$ cat config.mk
export PLATFORM = sky130hd
export DESIGN_NAME = pipe_ctrl
export DESIGN_NICKNAME = d
export VERILOG_FILES = /design/src/rtl/pipe_ctrl_pkg.sv /design/src/rtl/dmem_wait_fsm.sv /design/src/rtl/pipe_ctrl.sv
export SDC_FILE = /design/constraint.sdc
export NUM_CORES = 1
export LEC_CHECK = 0
export ABC_AREA = 1
export CAP_MARGIN = 20
export CORE_MARGIN = 1
export CORE_UTILIZATION = 68
export DETAILED_ROUTE_END_ITERATION = 10
export DONT_BUFFER_PORTS = 1
export GPL_TIMING_DRIVEN = 0
export PLACE_DENSITY = 0.91
export SETUP_SLACK_MARGIN = 0.5
export SYNTH_ARGS = -nofsm -noshare
export SYNTH_HDL_FRONTEND = slang
export SYNTH_SLANG_ARGS = --single-unit
$ cat constraint.sdc
create_clock -name clk -period 5 [get_ports clk]
set_input_delay 1.5 -clock clk [delete_from_list [all_inputs] [get_ports clk]]
set_output_delay 1.5 -clock clk [all_outputs]
set_load 0.02 [all_outputs]
$ cat src/rtl/pipe_ctrl_pkg.sv
// Shared types and constants for the pipeline stall/flush controller.
// Imported by the controller top and its memory-wait sub-module.
package pipe_ctrl_pkg;

   typedef enum logic [1:0] {
      M_IDLE,
      M_WAIT,
      M_ERR
   } mem_state_t;

   localparam int REG_W = 5;
   localparam logic [REG_W-1:0] REG_ZERO = 5'd0;

   function automatic logic load_use(
      input logic             mem_read,
      input logic [REG_W-1:0] rt_ex,
      input logic [REG_W-1:0] rs_id,
      input logic [REG_W-1:0] rt_id
   );
      return mem_read && (rt_ex != REG_ZERO) &&
             ((rt_ex == rs_id) || (rt_ex == rt_id));
   endfunction

endpackage

$ cat src/rtl/dmem_wait_fsm.sv
// Data-memory request handshake with wait counter and timeout watchdog.
// M_ERR is sticky and can only be left through rst.
module dmem_wait_fsm
   import pipe_ctrl_pkg::*;
#(
   parameter int TIMEOUT = 15
) (
   input  logic clk,
   input  logic rst,
   input  logic mem_access,
   input  logic dmem_ready,
   output logic dmem_req,
   output logic mem_busy,
   output logic timeout_err
);

   localparam logic [7:0] LAST = 8'(TIMEOUT - 1);

   mem_state_t state_q, state_d;
   logic [7:0] wait_cnt_q, wait_cnt_d;

   // State and wait counter registers, cleared asynchronously.
   always_ff @(posedge clk or posedge rst) begin
      if (rst) begin
         state_q    <= M_IDLE;
         wait_cnt_q <= 8'd0;
      end else begin
         state_q    <= state_d;
         wait_cnt_q <= wait_cnt_d;
      end
   end

   // Next state and handshake outputs; completion beats the timeout.
   always_comb begin
      state_d     = state_q;
      wait_cnt_d  = wait_cnt_q;
      dmem_req    = 1'b0;
      mem_busy    = 1'b0;
      timeout_err = 1'b0;
      case (state_q)
         M_IDLE: begin
            if (mem_access) begin
               dmem_req = 1'b1;
               if (!dmem_ready) begin
                  state_d    = M_WAIT;
                  wait_cnt_d = 8'd0;
               end
            end
         end
         M_WAIT: begin
            dmem_req = 1'b1;
            mem_busy = 1'b1;
            if (dmem_ready) begin
               state_d = M_IDLE;
            end else if (wait_cnt_q == LAST) begin
               state_d = M_ERR;
            end else begin
               wait_cnt_d = wait_cnt_q + 8'd1;
            end
         end
         M_ERR: begin
            timeout_err = 1'b1;
         end
         default: begin
            state_d = M_IDLE;
         end
      endcase
      if (rst) begin
         dmem_req = 1'b0;
         mem_busy = 1'b0;
      end
   end

endmodule

$ cat src/rtl/pipe_ctrl.sv
// Stall/flush controller for the 5-stage pipeline.
// Resolves memory waits, taken branches and load-use hazards by priority.
module pipe_ctrl
   import pipe_ctrl_pkg::*;
#(
   parameter int TIMEOUT = 15,
   parameter int CNT_W   = 16
) (
   input  logic             clk,
   input  logic             rst,
   input  logic [REG_W-1:0] id_rs,
   input  logic [REG_W-1:0] id_rt,
   input  logic             ex_mem_read,
   input  logic [REG_W-1:0] ex_rt,
   input  logic             ex_branch_taken,
   input  logic             mem_access,
   input  logic             dmem_ready,
   output logic             dmem_req,
   output logic             pc_en,
   output logic             if_id_en,
   output logic             id_ex_en,
   output logic             ex_mem_en,
   output logic             mem_wb_en,
   output logic             if_id_flush,
   output logic             id_ex_flush,
   output logic             mem_wb_flush,
   output logic             mem_busy,
   output logic             timeout_err,
   output logic [CNT_W-1:0] stall_cycles
);

   logic             hazard;
   logic [CNT_W-1:0] stall_q, stall_d;

   dmem_wait_fsm #(
      .TIMEOUT(TIMEOUT)
   ) u_wait (
      .clk        (clk),
      .rst        (rst),
      .mem_access (mem_access),
      .dmem_ready (dmem_ready),
      .dmem_req   (dmem_req),
      .mem_busy   (mem_busy),
      .timeout_err(timeout_err)
   );

   assign hazard = load_use(ex_mem_read, ex_rt, id_rs, id_rt);

   // Priority mux: reset > error > memory wait > branch > load-use.
   always_comb begin
      pc_en        = 1'b1;
      if_id_en     = 1'b1;
      id_ex_en     = 1'b1;
      ex_mem_en    = 1'b1;
      mem_wb_en    = 1'b1;
      if_id_flush  = 1'b0;
      id_ex_flush  = 1'b0;
      mem_wb_flush = 1'b0;
      if (rst) begin
         pc_en        = 1'b0;
         if_id_en     = 1'b0;
         id_ex_en     = 1'b0;
         ex_mem_en    = 1'b0;
         mem_wb_en    = 1'b0;
         if_id_flush  = 1'b1;
         id_ex_flush  = 1'b1;
         mem_wb_flush = 1'b1;
      end else if (timeout_err) begin
         pc_en     = 1'b0;
         if_id_en  = 1'b0;
         id_ex_en  = 1'b0;
         ex_mem_en = 1'b0;
         mem_wb_en = 1'b0;
      end else if (mem_busy) begin
         if (!dmem_ready) begin
            pc_en        = 1'b0;
            if_id_en     = 1'b0;
            id_ex_en     = 1'b0;
            ex_mem_en    = 1'b0;
            mem_wb_flush = 1'b1;
         end
      end else if (ex_branch_taken) begin
         if_id_flush = 1'b1;
         id_ex_flush = 1'b1;
      end else if (hazard) begin
         pc_en       = 1'b0;
         if_id_en    = 1'b0;
         id_ex_flush = 1'b1;
      end
   end

   // Saturating count of cycles in which the PC is held.
   always_comb begin
      stall_d = stall_q;
      if (!pc_en && (stall_q != {CNT_W{1'b1}})) begin
         stall_d = stall_q + 1'b1;
      end
   end

   // Stall counter register.
   always_ff @(posedge clk or posedge rst) begin
      if (rst) begin
         stall_q <= '0;
      end else begin
         stall_q <= stall_d;
      end
   end

   assign stall_cycles = stall_q;

endmodule

[Word level (Yosys, flattened, before mapping)]
Cells that the tools add are included.
Word-level totals
  register bits after elaboration: 26
Cells by class
  mux-type cells: 40
  bitwise operators: 1
  equality and inequality tests: 11
  add/subtract/negate cells: 2
  reductions and logical operators: 10
Operator list (number)
  8-bit two-way mux: 4
  1-bit two-way mux: 29
  16-bit by 1-bit adder with 16-bit output (second input constant): 1
  16-bit inequality test (second input constant): 1
  8-bit case mux with 2 select lines: 1
  5-bit equality test: 2
  8-bit by 1-bit adder with 8-bit output (second input constant): 1
  8-bit by 4-bit equality test with 1-bit output (second input constant): 1
  2-bit two-way mux: 4
  2-bit inequality test (second input constant): 4
  2-bit case mux with 3 select lines: 1
  5-bit AND reduction: 1
  5-bit nonzero test: 1
  4-bit AND reduction: 1
  1-bit logical AND: 3
  3-bit by 2-bit inequality test with 1-bit output (second input constant): 1
  2-bit by 1-bit equality test with 1-bit output (second input constant): 1
  2-bit equality test (second input constant): 1
  2-bit zero test: 1
  1-bit case mux with 2 select lines: 1
  2-bit nonzero test: 1
  1-bit zero test: 1
  1-bit logical OR: 1
  1-bit NOT: 1

[Logic depth before layout (Yosys ltp)]
  word-level depth: 10
  mapped depth: 12
  depth with buffers taken out: 11

[Cells and area by module]
Synthesis repeated with hierarchy kept, for this count alone.
Second synthesis, totals
  cells, all modules: 279
  area, all modules: 1886.8 µm²
By module, submodules not included
  pipe_ctrl: sequential area each 400.4 µm², area an instance 1253.7 µm², cells an instance 191, times used 1
  dmem_wait_fsm: sequential area each 250.2 µm², area an instance 633.1 µm², cells an instance 88, times used 1

[Worst setup path before layout]
OpenSTA, ideal clock, no wires.
  path type: input -> output
  start: input rst
  end: output id_ex_flush
  arrival time: 2744 ps
  setup slack: 756 ps
  cell stages on the path: 3
  buffers on the path: 0
  path through: inv_1 > nand2_1 > a31o_2
Between the ends
  cells in the longest elaborated chain, start to end: 4
RTL lines
  start: declaration: RTL line pipe_ctrl.sv:10  | input logic rst,
  1-bit two-way mux: RTL line dmem_wait_fsm.sv:68  | if (rst) begin
  1-bit two-way mux: RTL line pipe_ctrl.sv:74  | end else if (mem_busy) begin
  1-bit two-way mux: RTL line pipe_ctrl.sv:68  | end else if (timeout_err) begin
  1-bit two-way mux *: RTL line pipe_ctrl.sv:59  | if (rst) begin
  end: declaration: RTL line pipe_ctrl.sv:25  | output logic id_ex_flush,
Every way passes the cells marked *; elsewhere a longest branch is shown, timed or not.

[Final worst setup path]
  start: input dmem_ready
  end: output pc_en
Between the ends
  cells in the longest elaborated chain, start to end: 4
RTL lines
  start: declaration: RTL line pipe_ctrl.sv:17  | input logic dmem_ready,
  1-bit two-way mux (4 in series)
  end: declaration: RTL line pipe_ctrl.sv:19  | output logic pc_en,
No other way between the ends.

==> parameters.txt <==
Parameter                              Value

Run status
  Status    finished, final reports clean

Final layout
  Commonest non-fill, non-tap cell in the layout    nand2_1
  Net count of the finished layout    290
  Post-route cell area    1910 µm²
  Share of the core filled with cells in the final layout    0.763
  Total of fill cells in the finished design    185
  Fraction of final layout cells sized beyond drive strength 1    0.0981
  Layout-stage area growth over the synthesis result    4.24%
  Final antenna diode count    0
  Commonest cells after routing, fill and taps aside    nand2_1 (86), inv_1 (28), nand3_1 (27)

GRT
  Vias in the first global route    1415
  Number of antenna violations at the first check in global routing    0
  Global-route wire length before repair    5.70 mm
  Met3 capacity usage during global routing    0.0734
  Met2 usage in global routing    0.434
  Layer with the highest usage after global routing    met2
  Pin count of the biggest net entering global routing    29
  Global-route congestion overflow total    0
  Met1 demand-to-capacity share in global routing    0.342
  Global routing usage summed across all routing layers    0.265

Placed design
  Post-place instance area    1870 µm²
  Count of buffers inserted at the top-level ports    0
  RePlAce Congestion    0.881
  Half-perimeter wire length of the detailed placement result    2.71 mm

Timing
  Post-layout minimum cycle time    4.33 ns
  Measured slew at the worst slew-check pin    0.659 ns
  Setup violation total in the final timing report    0
  Endpoints failing hold    0
  Final max-slew violation count    0
  Largest clock skew in the final design    0.00209 ns
  Setup TNS Final    0 ns
  Setup repair after global routing missed its margin    false
  Final Cycle Share    0.865
  Relative slew slack    0.559
  Highest clock frequency the design can meet    231 MHz
  Worst hold-check slack    0.532 ns

Worst setup path
  Classification of the worst setup path    in2out
  Critical Path End Type    primary output
  Cell with the biggest individual delay on the critical path    nor3_2
  Buffering stage count on the worst path with inverters included    3
  CP Max Fanout    10
  R2r setup slk    3.00 ns
  Type of origin of the critical path    input port
  CP dominant cell by count    buf_4
  Top Family by Delay on Critical Path    simple AND/OR/NAND/NOR gates
  Sequence of cells on the critical path    nor2_1, nor3_2, nand2_2, buf_4, inv_1, buf_4
  CP Data Arrival Time    2.83 ns
  Critical path data required time    3.50 ns
  Largest stage delay on the critical path    0.43 ns

Synth
  Number of enable-type register cells in the synthesized netlist    0
  Number of synthesized register bits    26
  Ys async rst share    1.00
  Most common flop cell mapped by yosys    dfrtp_1
  Sequential cell area fraction in the yosys report    0.355
  Synthesized instance count    261
  Yosys warnings    0
  Mean area per synthesized cell    7.01 µm²
  Summed instance area of the synthesized netlist    1830 µm²
  Synth cell types    27
  Nets in the synthesized netlist    285

Floorplanning
  Total core area    2500 µm²
  Total number of placement rows    18
  Height of the chip    53.9 µm
  Die Wd    53.9 µm
  Number of primary I/O pins    48
  Total Die Area    2900 µm²
  Starting density of the core    0.732

Pwr
  Switch share    0.426
  Leakage component of the power    0.00103 µW
  Pwr/cell area    320 nW/µm²
  Share of total power in sequential cells    0.498
  Design internal power    351 µW
  Switching component of the power    261 µW
  Peak supply drop    243 µV
  Relative contribution of the clock network to total power    0.178
  Part of the power in combinational logic    0.323
  Total power consumption of the routed design    612 µW

Detailed routing
  DRC violation count after routing    0
  Detailed Route Iter0 Violations    51
  Total via count after detailed routing    1618
  First-pass DRT Iterations    4
  Via density per instance    5.48
  Detailed Route WL    3.56 mm
  Antenna viol nets, final    0
  Routed wire length per instance    12.1 µm

Job
  Number of violations of the max-capacitance limit    0

Clocking
  TritonCTS buffer count    3
  Setup Buffers After CTS    0
  Root buffer selected by CTS    clkbuf_4
  Clock Path Buffers    2
  Latest clock arrival within the worst-skew pair    0.32 ns
  TritonCTS clock tree    yes
  Clock-pin slew reported for the worst setup and hold paths after clock tree synthesis    0.14 ns
  Sinks on the clock net    26
  H-tree Lvls    1

Worst hold path
  Worst min-delay path class    reg2reg
==> stage by stage <==
step | std cells | worst slack (ns)
after floorplan | 261 | 0.756
after global placement | 291 | 0.440
after detailed placement | 291 | 0.432
after CTS | 295 | 0.661
after global routing | 295 | 0.576
final | 295 | 0.674
==> synth_stat cells (all sizes together), types with 2 or more instances <==
library cell | count | share of area
buf | 6 | 0.024
dfrtp | 26 | 0.36
ha | 3 | 0.021
inv | 35 | 0.072
nand2 | 89 | 0.19
nand3 | 27 | 0.074
nand4 | 8 | 0.036
nor2 | 25 | 0.051
nor3 | 5 | 0.019
o21ai | 4 | 0.011
o22ai | 2 | 0.0068
o31ai | 5 | 0.021
xnor2 | 8 | 0.038
xor2 | 12 | 0.057
==> final timing paths <==
path	depth (start not counted)	start	endpoint
max	6	dmem_ready	pc_en
max reg2reg	8	stall_cycles[0]	stall_cycles[10]
min	1	u_wait.wait_cnt_q[3]	u_wait.wait_cnt_q[3]
min reg2reg	1	u_wait.wait_cnt_q[3]	u_wait.wait_cnt_q[3]
min in group asynchronous	1	rst	u_wait.state_q[1]
max in group asynchronous	1	rst	u_wait.wait_cnt_q[1]
==> layout make-up <==
class	count	area (µm²)	share of cell area
plain buffers	6	43.8	0.0230
clock buffers	4	36.3	0.0190
inverters	35	135	0.0708
multi-input cells	194	1000	0.527
flip-flops and latches	26	651	0.341
well taps	30	37.5	0.0197
==> metal layers <==
layer	part of all wire	vias up
li1	-	837
met1	0.47	712
met2	0.45	65
met3	0.071	4
met4	0.0087	0
met5	0	-
==> cells by family (layout without fill, tap and decap cells) <==
kind of cell    Yosys count  after routing  share of synthesized area
simple gates            157            157                      0.383
buf+inv                  41             45                     0.0957
flops                    26             26                      0.355
xor+xnor                 20             20                     0.0957
compound gates           14             14                     0.0499
fa+ha+maj                 3              3                     0.0205
==> flip-flops by register name, summed over array words and instances (netlist names) <==
name and flops:
u_wait.wait_cnt_q 8, u_wait.state_q 2, stall_cycles 16
==> timing repair <==
item	CTS	global route
hold buffers	0	0
setup endpoints to repair	1	0
gates resized for setup	1	0
==> power by group through the flow <==
stage                     sequential [µW]  clock (µW)  combinational, µW
after global routing                  312         118                228
final                                 305         109                198
after CTS                             305         110                199
after detailed placement              309           0                199
after global placement                308           0                195
after floorplan                       300           0                171
Power figures use the tool's default switching activity.
